File: config.mk
export PLATFORM = sky130hd
export DESIGN_NAME = ram_port_arbiter
export DESIGN_NICKNAME = d
export VERILOG_FILES = /design/src/rtl/ram_port_arbiter.sv
export SDC_FILE = /design/constraint.sdc
export NUM_CORES = 1
export LEC_CHECK = 0
export BUFFER_PORTS_ARGS = -buffer_cell sky130_fd_sc_hd__buf_2
export CAP_MARGIN = 20
export CORE_MARGIN = 8
export CORE_UTILIZATION = 50
export DETAILED_ROUTE_END_ITERATION = 16
export GPL_ROUTABILITY_DRIVEN = 0
export MAX_ROUTING_LAYER = met4
export PLACE_DENSITY = 0.89
export SYNTH_ARGS = -nofsm -noshare
export SYNTH_HDL_FRONTEND = slang
export SYNTH_SLANG_ARGS = --single-unit
File: constraint.sdc
create_clock -name clk -period 6.9 [get_ports clk]
set_clock_uncertainty 0.05 [all_clocks]
set_input_delay 1.035 -clock clk [delete_from_list [all_inputs] [get_ports clk]]
set_output_delay 1.035 -clock clk [all_outputs]
set_load 0.01 [all_outputs]
File: src/rtl/ram_port_arbiter.sv
// Arbiter that shares the single-port data RAM between the CPU (port C) and the
// read-only frame-fetch engine (port D). The CPU has fixed priority. A starvation
// counter forces a D grant after MAX_WAIT denied cycles. A lock lets D own the RAM
// for bursts of up to BURST_MAX grants. The RAM read data is sampled on the grant
// edge and returned with a one-cycle rvalid pulse to the port that issued the read.
module ram_port_arbiter #(
    parameter int ADDR_W    = 12,
    parameter int DATA_W    = 32,
    parameter int MAX_WAIT  = 4,
    parameter int BURST_MAX = 8
) (
    input  logic              clk,
    input  logic              reset,
    input  logic              c_req,
    input  logic              c_wEn,
    input  logic [ADDR_W-1:0] c_addr,
    input  logic [DATA_W-1:0] c_wdata,
    output logic              c_gnt,
    output logic              c_rvalid,
    output logic [DATA_W-1:0] c_rdata,
    input  logic              d_req,
    input  logic              d_lock,
    input  logic [ADDR_W-1:0] d_addr,
    output logic              d_gnt,
    output logic              d_rvalid,
    output logic [DATA_W-1:0] d_rdata,
    output logic              ram_wEn,
    output logic [ADDR_W-1:0] ram_addr,
    output logic [DATA_W-1:0] ram_dataIn,
    input  logic [DATA_W-1:0] ram_dataOut
);

    localparam int SW = $clog2(MAX_WAIT + 1);
    localparam int BW = $clog2(BURST_MAX + 1);
    // A one-grant burst is the same as a plain D grant, so the burst state is
    // only entered when it can actually hold the RAM for more than one cycle.
    localparam bit BURST_EN = (BURST_MAX > 1);

    typedef enum logic {S_SHARE, S_BURST} state_t;
    typedef enum logic [1:0] {OWN_NONE, OWN_C, OWN_D} owner_t;

    state_t            state_q,    state_d;
    owner_t            rd_owner_q, rd_owner_d;
    logic [SW-1:0]     starve_q,   starve_d;
    logic [BW-1:0]     burst_q,    burst_d;
    logic [ADDR_W-1:0] addr_q,     addr_d;
    logic [DATA_W-1:0] wdata_q,    wdata_d;
    logic [DATA_W-1:0] c_rdata_q,  c_rdata_d;
    logic [DATA_W-1:0] d_rdata_q,  d_rdata_d;
    logic              gnt_c, gnt_d, wen;

    // Grant decision: at most one port wins per cycle.
    always_comb begin
        gnt_c = 1'b0;
        gnt_d = 1'b0;
        if (state_q == S_BURST) begin
            gnt_d = d_req;
        end else if (d_req && (starve_q == SW'(MAX_WAIT))) begin
            gnt_d = 1'b1;
        end else if (c_req) begin
            gnt_c = 1'b1;
        end else if (d_req) begin
            gnt_d = 1'b1;
        end
    end

    // RAM port mux. Address and write data hold their last value when idle, and
    // the write enable is driven only by a granted CPU access.
    always_comb begin
        addr_d  = addr_q;
        wdata_d = wdata_q;
        wen     = 1'b0;
        if (gnt_c) begin
            addr_d  = c_addr;
            wdata_d = c_wdata;
            wen     = c_wEn;
        end else if (gnt_d) begin
            addr_d  = d_addr;
        end
    end

    // Next-state logic: starvation counter, burst tracking and read return capture.
    always_comb begin
        state_d    = state_q;
        burst_d    = burst_q;
        starve_d   = '0;
        rd_owner_d = OWN_NONE;
        c_rdata_d  = c_rdata_q;
        d_rdata_d  = d_rdata_q;

        if (d_req && !gnt_d) begin
            starve_d = (starve_q == SW'(MAX_WAIT)) ? starve_q : starve_q + SW'(1);
        end

        if (gnt_c && !c_wEn) begin
            rd_owner_d = OWN_C;
            c_rdata_d  = ram_dataOut;
        end else if (gnt_d) begin
            rd_owner_d = OWN_D;
            d_rdata_d  = ram_dataOut;
        end

        case (state_q)
            S_SHARE: begin
                if (gnt_d && d_lock && BURST_EN) begin
                    state_d = S_BURST;
                    burst_d = BW'(1);
                end
            end
            S_BURST: begin
                if (gnt_d) begin
                    burst_d = burst_q + BW'(1);
                end
                // Leaving the burst hands the next cycle to a waiting CPU,
                // because every burst grant also cleared the starvation count.
                if (!d_lock || !d_req || (gnt_d && (burst_q + BW'(1) == BW'(BURST_MAX)))) begin
                    state_d = S_SHARE;
                    burst_d = '0;
                end
            end
            default: begin
                state_d = S_SHARE;
                burst_d = '0;
            end
        endcase
    end

    // State registers; reset drops any in-flight read return.
    always_ff @(posedge clk or posedge reset) begin
        if (reset) begin
            state_q    <= S_SHARE;
            rd_owner_q <= OWN_NONE;
            starve_q   <= '0;
            burst_q    <= '0;
            addr_q     <= '0;
            wdata_q    <= '0;
            c_rdata_q  <= '0;
            d_rdata_q  <= '0;
        end else begin
            state_q    <= state_d;
            rd_owner_q <= rd_owner_d;
            starve_q   <= starve_d;
            burst_q    <= burst_d;
            addr_q     <= addr_d;
            wdata_q    <= wdata_d;
            c_rdata_q  <= c_rdata_d;
            d_rdata_q  <= d_rdata_d;
        end
    end

    assign c_gnt      = gnt_c;
    assign d_gnt      = gnt_d;
    assign ram_wEn    = wen;
    assign ram_addr   = addr_d;
    assign ram_dataIn = wdata_d;
    assign c_rvalid   = (rd_owner_q == OWN_C);
    assign d_rvalid   = (rd_owner_q == OWN_D);
    assign c_rdata    = c_rdata_q;
    assign d_rdata    = d_rdata_q;

endmodule

* After elaboration in Yosys (flattened, before gate mapping) *
Cells that the tools add are included.

storage, ports and cells
  output and inout port bits = 113
  input bits = 94
  logic and storage cells = 54
  bits in registers = 118

operators by class
  reduce and logical (&&, ||, !) cells = 13
  equal/unequal tests = 7
  bitwise logic cells = 2
  add/sub/neg operators = 2
  muxes and demuxes = 22

operators with widths
  cell                 number
  $mux 32              1
  $mux 12              2
  $mux 4               3
  $mux 1               10
  $pmux 4 s2           1
  $mux 3               2
  $logic_and 1x1->1    5
  $add 4x1->4 const B  1
  $eq 4x4->1 const B   1
  $logic_not 1->1      4
  $mux 2               2
  $ne 2x2->1 const B   2
  $reduce_and 2->1     2
  $add 3x1->3 const B  1
  $eq 3x3->1 const B   1
  $ne 3x1->1 const B   1
  $eq 2x1->1 const B   1
  $eq 2x2->1 const B   1
  $logic_or 1x1->1     2
  $not 1->1            2
  $pmux 1 s2           1

* Longest topological paths before layout *
Gate-level depths: netlist of the first run.

  word-level depth = 8
  gate-level depth with buffers = 8
  depth with buffers taken out = 6

* Least setup slack after synthesis of the first run *
No wires, ideal clock.

  path type = in2out
  start point = in c_req
  end point = out ram_dataIn[10]
  data required time = 5.815 ns
  stages = 5
  buffers on the path = 2
  path slack = 3.693 ns
  arrival time = 2.122 ns
  path through = nor2b_4 -> and2_4 -> buf_2 -> buf_4 -> mux2_2

on the way
  cells in the longest elaborated chain, start to end = 4

ends and longest elaborated chain
  element      line  text
  from (decl)  14    input logic c_req,
  $mux 1       60    end else if (c_req) begin
  $mux 1       58    end else if (d_req && (starve_q == SW'(MAX_WAIT))) begin
  $mux 1       56    if (state_q == S_BURST) begin
  $mux 32      73    if (gnt_c) begin
  to (decl)    29    output logic [DATA_W-1:0] ram_dataIn,

Every way passes these cells.

* Final worst setup path of the first run *
  start point = in c_req
  end point = out ram_dataIn[21]

Same word-level chain as after synthesis.

==> impl_metrics.yaml, run 1 <==
outcome:
  outcome: "finished, final reports clean"
die:
  die_area_mm2: 0.01293
  rows: 35
  io_pins: 207
  dieWidth_um: 113.7
  start_util: 0.5166
  core_mm2: 0.009240
  dieHeight_um: 113.7
sta:
  grt_setup_unrepaired: "no"
  tightest_slew_ns: 0.7261
  hold_viol: 0
  tns_ns: 0
  layout_min_cycle_time_ns: 3.619
  slew-limit-headroom: 0.5159
  finalMaxSlewViolations: 0
  setup_violations: 0
  finalCritPeriodShare: 0.5245
  finalWorstSetupSlack_ns: 3.281
  fmax_mhz: 276.3
cts:
  h-tree-depth: 4
  cts_tree: "done"
  cts_setup_buffers: 0
  cts_root_buffer: "clkbuf_8"
  cts_sinks: 118
  post_cts_resized: 0
  cts_buffer_depth: 2
  cts_buffers: 17
  cts.clk_slew.worst_paths_ns: 0.05
  clk_latency_ns: 0.49
  cts_hold_buf: 0
detailed_routing:
  vias: 3415
  routedWlPerCell_um: 18.42
  drc: 0
  ant_nets: 0
  drt-initial-drc-count: 164
  wl_mm: 12.38
  firstDrtPassIters: 4
  avgViaCountPerCell: 5.082
power_and_ir_drop:
  leakage_uw: 0.003185
  total_power_uw: 2098
  peakVddDrop_mv: 0.2003
  powerDensity_mw_per_mm2: 323.3
synthesis:
  syn_area_mm2: 0.004773
  synth_top_cell_by_area: "dfrtp_1"
  avgSynthCellArea_um2: 15.01
  ys_seq_elements: 118
  yosys_warnings: 0
  synthCells: 318
  synth_nets: 416
  synthTopCellsByArea: "dfrtp_1, mux2_2, mux2_4"
  synth_top_area_share: 0.6186
  synth_cell_types: 32
  ys_seq_area_frac: 0.6186
placement:
  hpwl_mm: 9.298
  port_buffers: 206
  place_area_mm2: 0.005886
  place_ws_ns: 3.268
setup_path:
  crit_path_max_fanout: 58
  path_class: "in -> out"
  crit_path_end_kind: "output port"
  arrival_ns: 2.53
  worstPathRequired_ns: 5.81
  start_kind: "input port"
layout:
  drive_above_1_share: 0.6372
  final_cell_mix: "buf_2, dfrtp_1, mux2_2"
  final_area_mm2: 0.006487
  nets: 628
  final_core_util: 0.7021
  num_antenna_cells: 0
  layout_commonest_cell: "buf_2"
  area_growth_pct: 35.91
global_routing:
  grt_pass1_vias: 3877
  grt_antenna_before_repair: 0
  grt_overflow_total: 0
  grt_use_total: 0.1975
  grt_max_degree: 61
  grt_pass1_wl_mm: 19.58
flow_run:
  max_cap_viol_count: 0
min_path:
  hold_class: "reg -> reg"
[stage by stage]
step	instances	hold WS [ns]
floorplan	318	0.3915
global placement	640	0.4053
detailed placement	640	0.4317
CTS	672	0.4444
global route	672	0.4555
finish	672	0.4406
[cells by family (layout without fill, tap and decap cells)]
| group | count (synthesis) | count (layout) | synth area share |
|---|---|---|---|
| mux | 96 | 96 | 0.2493 |
| simple gates | 37 | 37 | 0.04011 |
| fa+ha+maj | 4 | 4 | 0.01049 |
| flops | 118 | 118 | 0.6186 |
| xor+xnor | 3 | 3 | 0.005506 |
| compound gates | 38 | 38 | 0.04928 |
| buf+inv | 22 | 247 | 0.02673 |
[worst max-delay path, stage by stage]
cell,delay (ns)
buf_2,0.09
nor2b_4,0.21
and2_4,0.61
mux2_2,0.43
buf_2,0.14
[flip-flops by register name, summed over array words and instances (netlist names)]
signal	count
rd_owner_q	2
addr_q	12
state_q	1
wdata_q	32
burst_q	4
d_rdata	32
c_rdata	32
starve_q	3
[routing by layer]
metal,track usage,vias up,part of all wire
met3,0.05758,22,0.072
met5,-,-,0
met2,0.3361,149,0.50
li1,-,1557,-
met1,0.2168,1687,0.42
met4,0.06927,0,0.014
[final timing paths]
path | from | to | slack [ns] | cells after the start
hold reg to reg | starve_q[0]$_DFFE_PP0P_ | starve_q[0]$_DFFE_PP0P_ | 0.44 | 1
setup reg to reg | starve_q[0]$_DFFE_PP0P_ | c_rdata[31]$_DFFE_PP0P_ | 3.94 | 7
setup / recovery | c_req | ram_dataIn[21] | 3.28 | 5
max in group asynchronous | reset | d_rdata[5]$_DFFE_PP0P_ | 4.96 | 3
hold / removal | starve_q[0]$_DFFE_PP0P_ | starve_q[0]$_DFFE_PP0P_ | 0.44 | 1
min in group asynchronous | reset | wdata_q[3]$_DFF_PP0_ | 0.60 | 2
[synth_stat cells, drive strengths merged]
master	instances
a31o	1
or2	1
nor2b	4
nand3	6
inv	6
a21oi	7
ha	4
and3	1
xnor2	2
o21ai	12
mux2	96
o22ai	13
nand2	18
nor2	1
a22o	1
dfrtp	118
a31oi	2
o2bb2ai	2
or3b	1
clkbuf	1
nor3	4
buf	15
xor2	1
and2	1
[where the power goes]
part / leakage, µW / switching [µW] / internal (µW) / total, µW
sequential: 0.00140 / 48.4 / 790 / 838
clock: 0.000284 / 325 / 563 / 887
combinational: 0.00150 / 183 / 189 / 372
total: 0.00318 / 556 / 1540 / 2100
[cell type report]
| cell class | count | area (µm²) |
|---|---|---|
| Sequential cell | 118 | 2953 |
| Tap cell | 129 | 161.4 |
| Inverter | 6 | 25.02 |
| Fill cell | 668 | 2753 |
| Clock buffer | 18 | 427.9 |
| Multi-Input combinational cell | 178 | 1693 |
| Clock inverter | 14 | 173.9 |
| Timing Repair Buffer | 209 | 1054 |
No activity file was read; power rests on OpenSTA's default activity.
==> inputs of run 2 (changes only) <==
- CORE_UTILIZATION: 50 -> 43
- PLACE_DENSITY: 0.89 -> 0.81
- clock period: 6.9 -> 3.3 ns (I/O delays scaled with it)
==> impl_metrics.yaml, run 2 (synthesized netlist as in run 1, its figures left out) <==
outcome:
  outcome: "finished, final reports clean"
sta:
  fmax_mhz: 334.2
  layout_min_cycle_time_ns: 2.992
  slew-limit-headroom: 0.3966
  finalCritPeriodShare: 0.9068
  tns_ns: 0
  hold_viol: 0
  grt_setup_unrepaired: "no"
  tightest_slew_ns: 0.9032
  finalWorstSetupSlack_ns: 0.3075
  setup_violations: 0
  finalMaxSlewViolations: 0
  timing.hold.ws_ns: 0.1267
cts:
  post_cts_resized: 0
  h-tree-depth: 4
  cts_setup_buffers: 0
  cts.clk_slew.worst_paths_ns: 0.05
  cts_tree: "done"
  cts_buffer_depth: 2
  clk_latency_ns: 0.50
  cts_sinks: 118
  cts_hold_buf: 0
  cts_buffers: 17
  cts_root_buffer: "clkbuf_8"
die:
  dieHeight_um: 121.4
  die_area_mm2: 0.01473
  core_mm2: 0.01084
  rows: 38
  dieWidth_um: 121.4
  start_util: 0.4403
  io_pins: 207
layout:
  num_antenna_cells: 0
  final_core_util: 0.6063
  layout_commonest_cell: "buf_2"
  final_cell_mix: "buf_2, dfrtp_1, mux2_2"
  area_growth_pct: 37.69
  drive_above_1_share: 0.6337
  nets: 631
detailed_routing:
  drt-initial-drc-count: 93
  firstDrtPassIters: 4
  avgViaCountPerCell: 4.948
  drc: 0
  wl_mm: 11.98
  vias: 3394
  ant_nets: 0
  routedWlPerCell_um: 17.46
global_routing:
  grt_max_degree: 58
  grt_pass1_wl_mm: 18.89
  grt_use_total: 0.1666
  grt_antenna_before_repair: 0
  grt_overflow_total: 0
  grt_pass1_vias: 3749
setup_path:
  start_kind: "register"
  critPathSlowestCell: "a21oi_4"
  r2r_cells: 7
  critical_path.top_delay_family: "compound AO/OA/AOI/OAI gates"
  path_depth: 7
  path_class: "reg -> out"
  crit_chain: "inv_1 -> ha_1 -> nand2_1 -> a21oi_4 -> o22ai_1 -> o21ai_0 -> buf_2"
  arrival_ns: 2.45
  regToRegStartpoint: "starve_q[0]$_DFFE_PP0P_"
  crit_path_max_fanout: 21
  rrSetupSlack_ns: 0.90
  crit_path_end_kind: "output port"
  path_buf_inv: 2
  critPathMaxStageDelay_ns: 0.56
  r2r_end: "c_rdata[31]$_DFFE_PP0P_"
  worstPathRequired_ns: 2.75
placement:
  port_buffers: 206
  place_ws_ns: 0.7637
  hpwl_mm: 9.110
flow_run:
  max_cap_viol_count: 0
power_and_ir_drop:
  powerDensity_mw_per_mm2: 676.0
  peakVddDrop_mv: 0.3333
  leakage_uw: 0.003228
  total_power_uw: 4443
min_path:
  hold_class: "in -> async"
-- run 2: area by class of cell --
type / count / area (µm²)
clock buffers: 24 / 480.5
well taps: 140 / 175.2
clock inverters: 8 / 143.9
inverters: 6 / 26.28
flip-flops and latches: 118 / 2953
repair buffers: 212 / 1101
fillers: 869 / 4268
multi-input cells: 178 / 1693
-- run 2: metrics by stage --
step	cell area [µm²]	instances
after global routing	6573	686
final	6573	686
after floorplan	4777	318
after CTS	6573	686
after global placement	5948	654
after detailed placement	5948	654
-- run 2: how the worst max path moves through the flow --
stage / startpoint / to / slack [ns]
4_1_cts: starve_q[0]$_DFFE_PP0P_ / ram_addr[2] / 0.26
3_3_place_gp: d_req / ram_addr[2] / 0.82
6_report: starve_q[0]$_DFFE_PP0P_ / ram_addr[2] / 0.31
5_1_grt: starve_q[0]$_DFFE_PP0P_ / ram_addr[2] / 0.10
2_1_floorplan: c_req / ram_dataIn[10] / 1.17
3_5_place_dp: c_req / ram_addr[0] / 0.76
-- run 2: where the power goes --
group	switching (µW)	internal (µW)	total (µW)
clock	610	1300	1910
combinational	376	400	777
sequential	99.0	1650	1750
total	1090	3360	4440
-- run 2: layer usage --
metal / wire length [µm] / up-vias / share of wire / global-route usage
li1: - / 1565 / - / -
met2: 6043 / 131 / 0.50 / 0.2707
met4: 109 / 0 / 0.0091 / 0.04703
met1: 5074 / 1688 / 0.42 / 0.1951
met3: 749 / 10 / 0.063 / 0.05212
met5: 0 / - / 0 / -
-- run 2: worst register-to-register path: stages, from the launching register on --
cell	delay [ns]
dfrtp_1	0.37
inv_1	0.06
ha_1	0.22
nand3_1	0.09
and2_4	0.52
nor2b_4	0.33
buf_12	0.27
mux2_2	0.37
==> inputs of run 3 (changes only) <==
- CTS_CLUSTER_SIZE: not set -> 25
- REMOVE_ABC_BUFFERS: not set -> 1
- SLEW_MARGIN: not set -> 20
==> impl_metrics.yaml, run 3 (synthesized netlist as in run 1, its figures left out) <==
outcome:
  outcome: "finished, final reports clean"
cts:
  clk_latency_ns: 0.51
  cts_tree: "done"
  h-tree-depth: 4
  cts_sinks: 118
  cts_buffer_depth: 2
  cts_buffers: 17
  cts.clk_slew.worst_paths_ns: 0.05
  cts_root_buffer: "clkbuf_8"
sta:
  timing.hold.ws_ns: 0.1759
  finalCritPeriodShare: 0.9284
  finalMaxSlewViolations: 0
  tns_ns: 0
  grt_setup_unrepaired: "no"
  tightest_slew_ns: 0.6929
  layout_min_cycle_time_ns: 3.064
  setup_violations: 0
  slew-limit-headroom: 0.5370
  fmax_mhz: 326.4
  hold_viol: 0
detailed_routing:
  firstDrtPassIters: 4
  ant_nets: 0
  routed-wl-met3_um: 906
  drc: 0
  wl_met1_mm: 4.784
  vias: 3358
  routedWlPerCell_um: 18.30
  met2_length_mm: 6.648
  drt-initial-drc-count: 183
  routed.top_layer: "met4"
  wl_mm: 12.53
  avgViaCountPerCell: 4.902
setup_path:
  crit_chain: "inv_1 -> ha_1 -> nand2_1 -> a21oi_4 -> o22ai_1 -> o21ai_0 -> buf_2"
  start_kind: "register"
  crit_path_end_kind: "output port"
  critical_path.top_delay_family: "compound AO/OA/AOI/OAI gates"
  crit_path_max_fanout: 21
  path_class: "reg -> out"
  arrival_ns: 2.52
  critPathMaxStageDelay_ns: 0.60
  path_buf_inv: 2
  worstPathRequired_ns: 2.75
  critPathSlowestCell: "a21oi_4"
power_and_ir_drop:
  peakVddDrop_mv: 0.4276
  p_clk_frac: 0.391
  combPwrFrac: 0.188
  power.switching_uw: 1082
  leakage_uw: 0.003188
  p_seq_frac: 0.420
  internal-power_uw: 3088
  powerDensity_mw_per_mm2: 643.6
  sw_frac_of_total: 0.2595
layout:
  nets: 631
  area_growth_pct: 35.75
  num_antenna_cells: 0
  layout_commonest_cell: "buf_2"
  drive_above_1_share: 0.6275
  final_cell_mix: "buf_2, dfrtp_1, mux2_2"
  fillers: 891
global_routing:
  grt_pass1_vias: 3846
  grt_antenna_before_repair: 0
  grt_overflow_total: 0
  grt_pass1_wl_mm: 19.49
  grt_use_total: 0.1758
  grt_max_degree: 55
placement:
  port_buffers: 206
  hpwl_mm: 9.132
die:
  dieWidth_um: 121.4
  dieHeight_um: 121.4
  start_util: 0.4403
  core_mm2: 0.01084
  io_pins: 207
  die_area_mm2: 0.01473
  rows: 38
flow_run:
  max_cap_viol_count: 0
min_path:
  hold_class: "in -> reg"
run 3: path summary, 6_finish.rpt:
check                                   startpoint                      end  slack (ns)  cells after the start
max                        starve_q[0]$_DFFE_PP0P_              ram_addr[3]        0.24                      7
min                                     c_wdata[0]     wdata_q[0]$_DFF_PP0_        0.18                      2
max reg2reg                starve_q[0]$_DFFE_PP0P_  d_rdata[12]$_DFFE_PP0P_        0.87                      6
min reg2reg                starve_q[0]$_DFFE_PP0P_  starve_q[0]$_DFFE_PP0P_        0.43                      1
max in group asynchronous                    reset    wdata_q[12]$_DFF_PP0_        1.92                      4
min in group asynchronous                    reset  c_rdata[19]$_DFFE_PP0P_        0.51                      3
run 3: stage by stage:
stage	cell area [µm²]	setup WS (ns)	cells	total power (µW)	util
global placement	5939	0.8507	653	2532	0.5479
CTS	6480	0.1854	685	4227	0.5978
floorplan	4668	-0.3741	302	2197	-
global route	6480	0.001701	685	4363	0.5978
finish	6480	0.2363	685	4170	0.5978
detailed placement	5939	0.7301	653	2568	0.5479
run 3: power by group through the flow:
stage | Combinational (µW) | Sequential (µW) | Clock [µW]
3_3_place_gp | 772 | 1760 | 0
6_report | 785 | 1750 | 1630
5_1_grt | 849 | 1780 | 1740
4_1_cts | 802 | 1750 | 1670
2_1_floorplan | 376 | 1820 | 0
3_5_place_dp | 795 | 1770 | 0
run 3: worst register-to-register path: cells and delay by family, from the launching register on:
family | cells | cell delay, ns
AO/OA/AOI/OAI | 1 | 0.60
buffers and inverters | 2 | 0.54
flip-flops | 1 | 0.40
multiplexers | 1 | 0.40
adder cells (fa/ha/maj) | 1 | 0.18
AND/OR/NAND/NOR | 1 | 0.15
run 3: cell type report:
| type | instances | area, µm² | area share |
|---|---|---|---|
| multi-input combinational | 178 | 1693 | 0.2612 |
| clock buffer | 28 | 515.5 | 0.07955 |
| timing repair buffer | 212 | 1104 | 0.1703 |
| sequential | 118 | 2953 | 0.4557 |
| inverter | 6 | 25.02 | 0.003862 |
| tap | 140 | 175.2 | 0.02703 |
| clock inverter | 3 | 15.01 | 0.002317 |
run 3: what timing repair did:
item                       in CTS  in global routing
setup endpoints to repair       0                  0
setup buffers                   0                  0
hold endpoints to repair       33                  0
resized for setup               0                  0
hold buffers                    1                  0
run 3: layer usage:
| metal | up-vias | GRT usage |
|---|---|---|
| met3 | 17 | 0.06096 |
| met1 | 1659 | 0.1857 |
| met5 | - | - |
| met4 | 0 | 0.07325 |
| met2 | 126 | 0.2947 |
| li1 | 1556 | - |
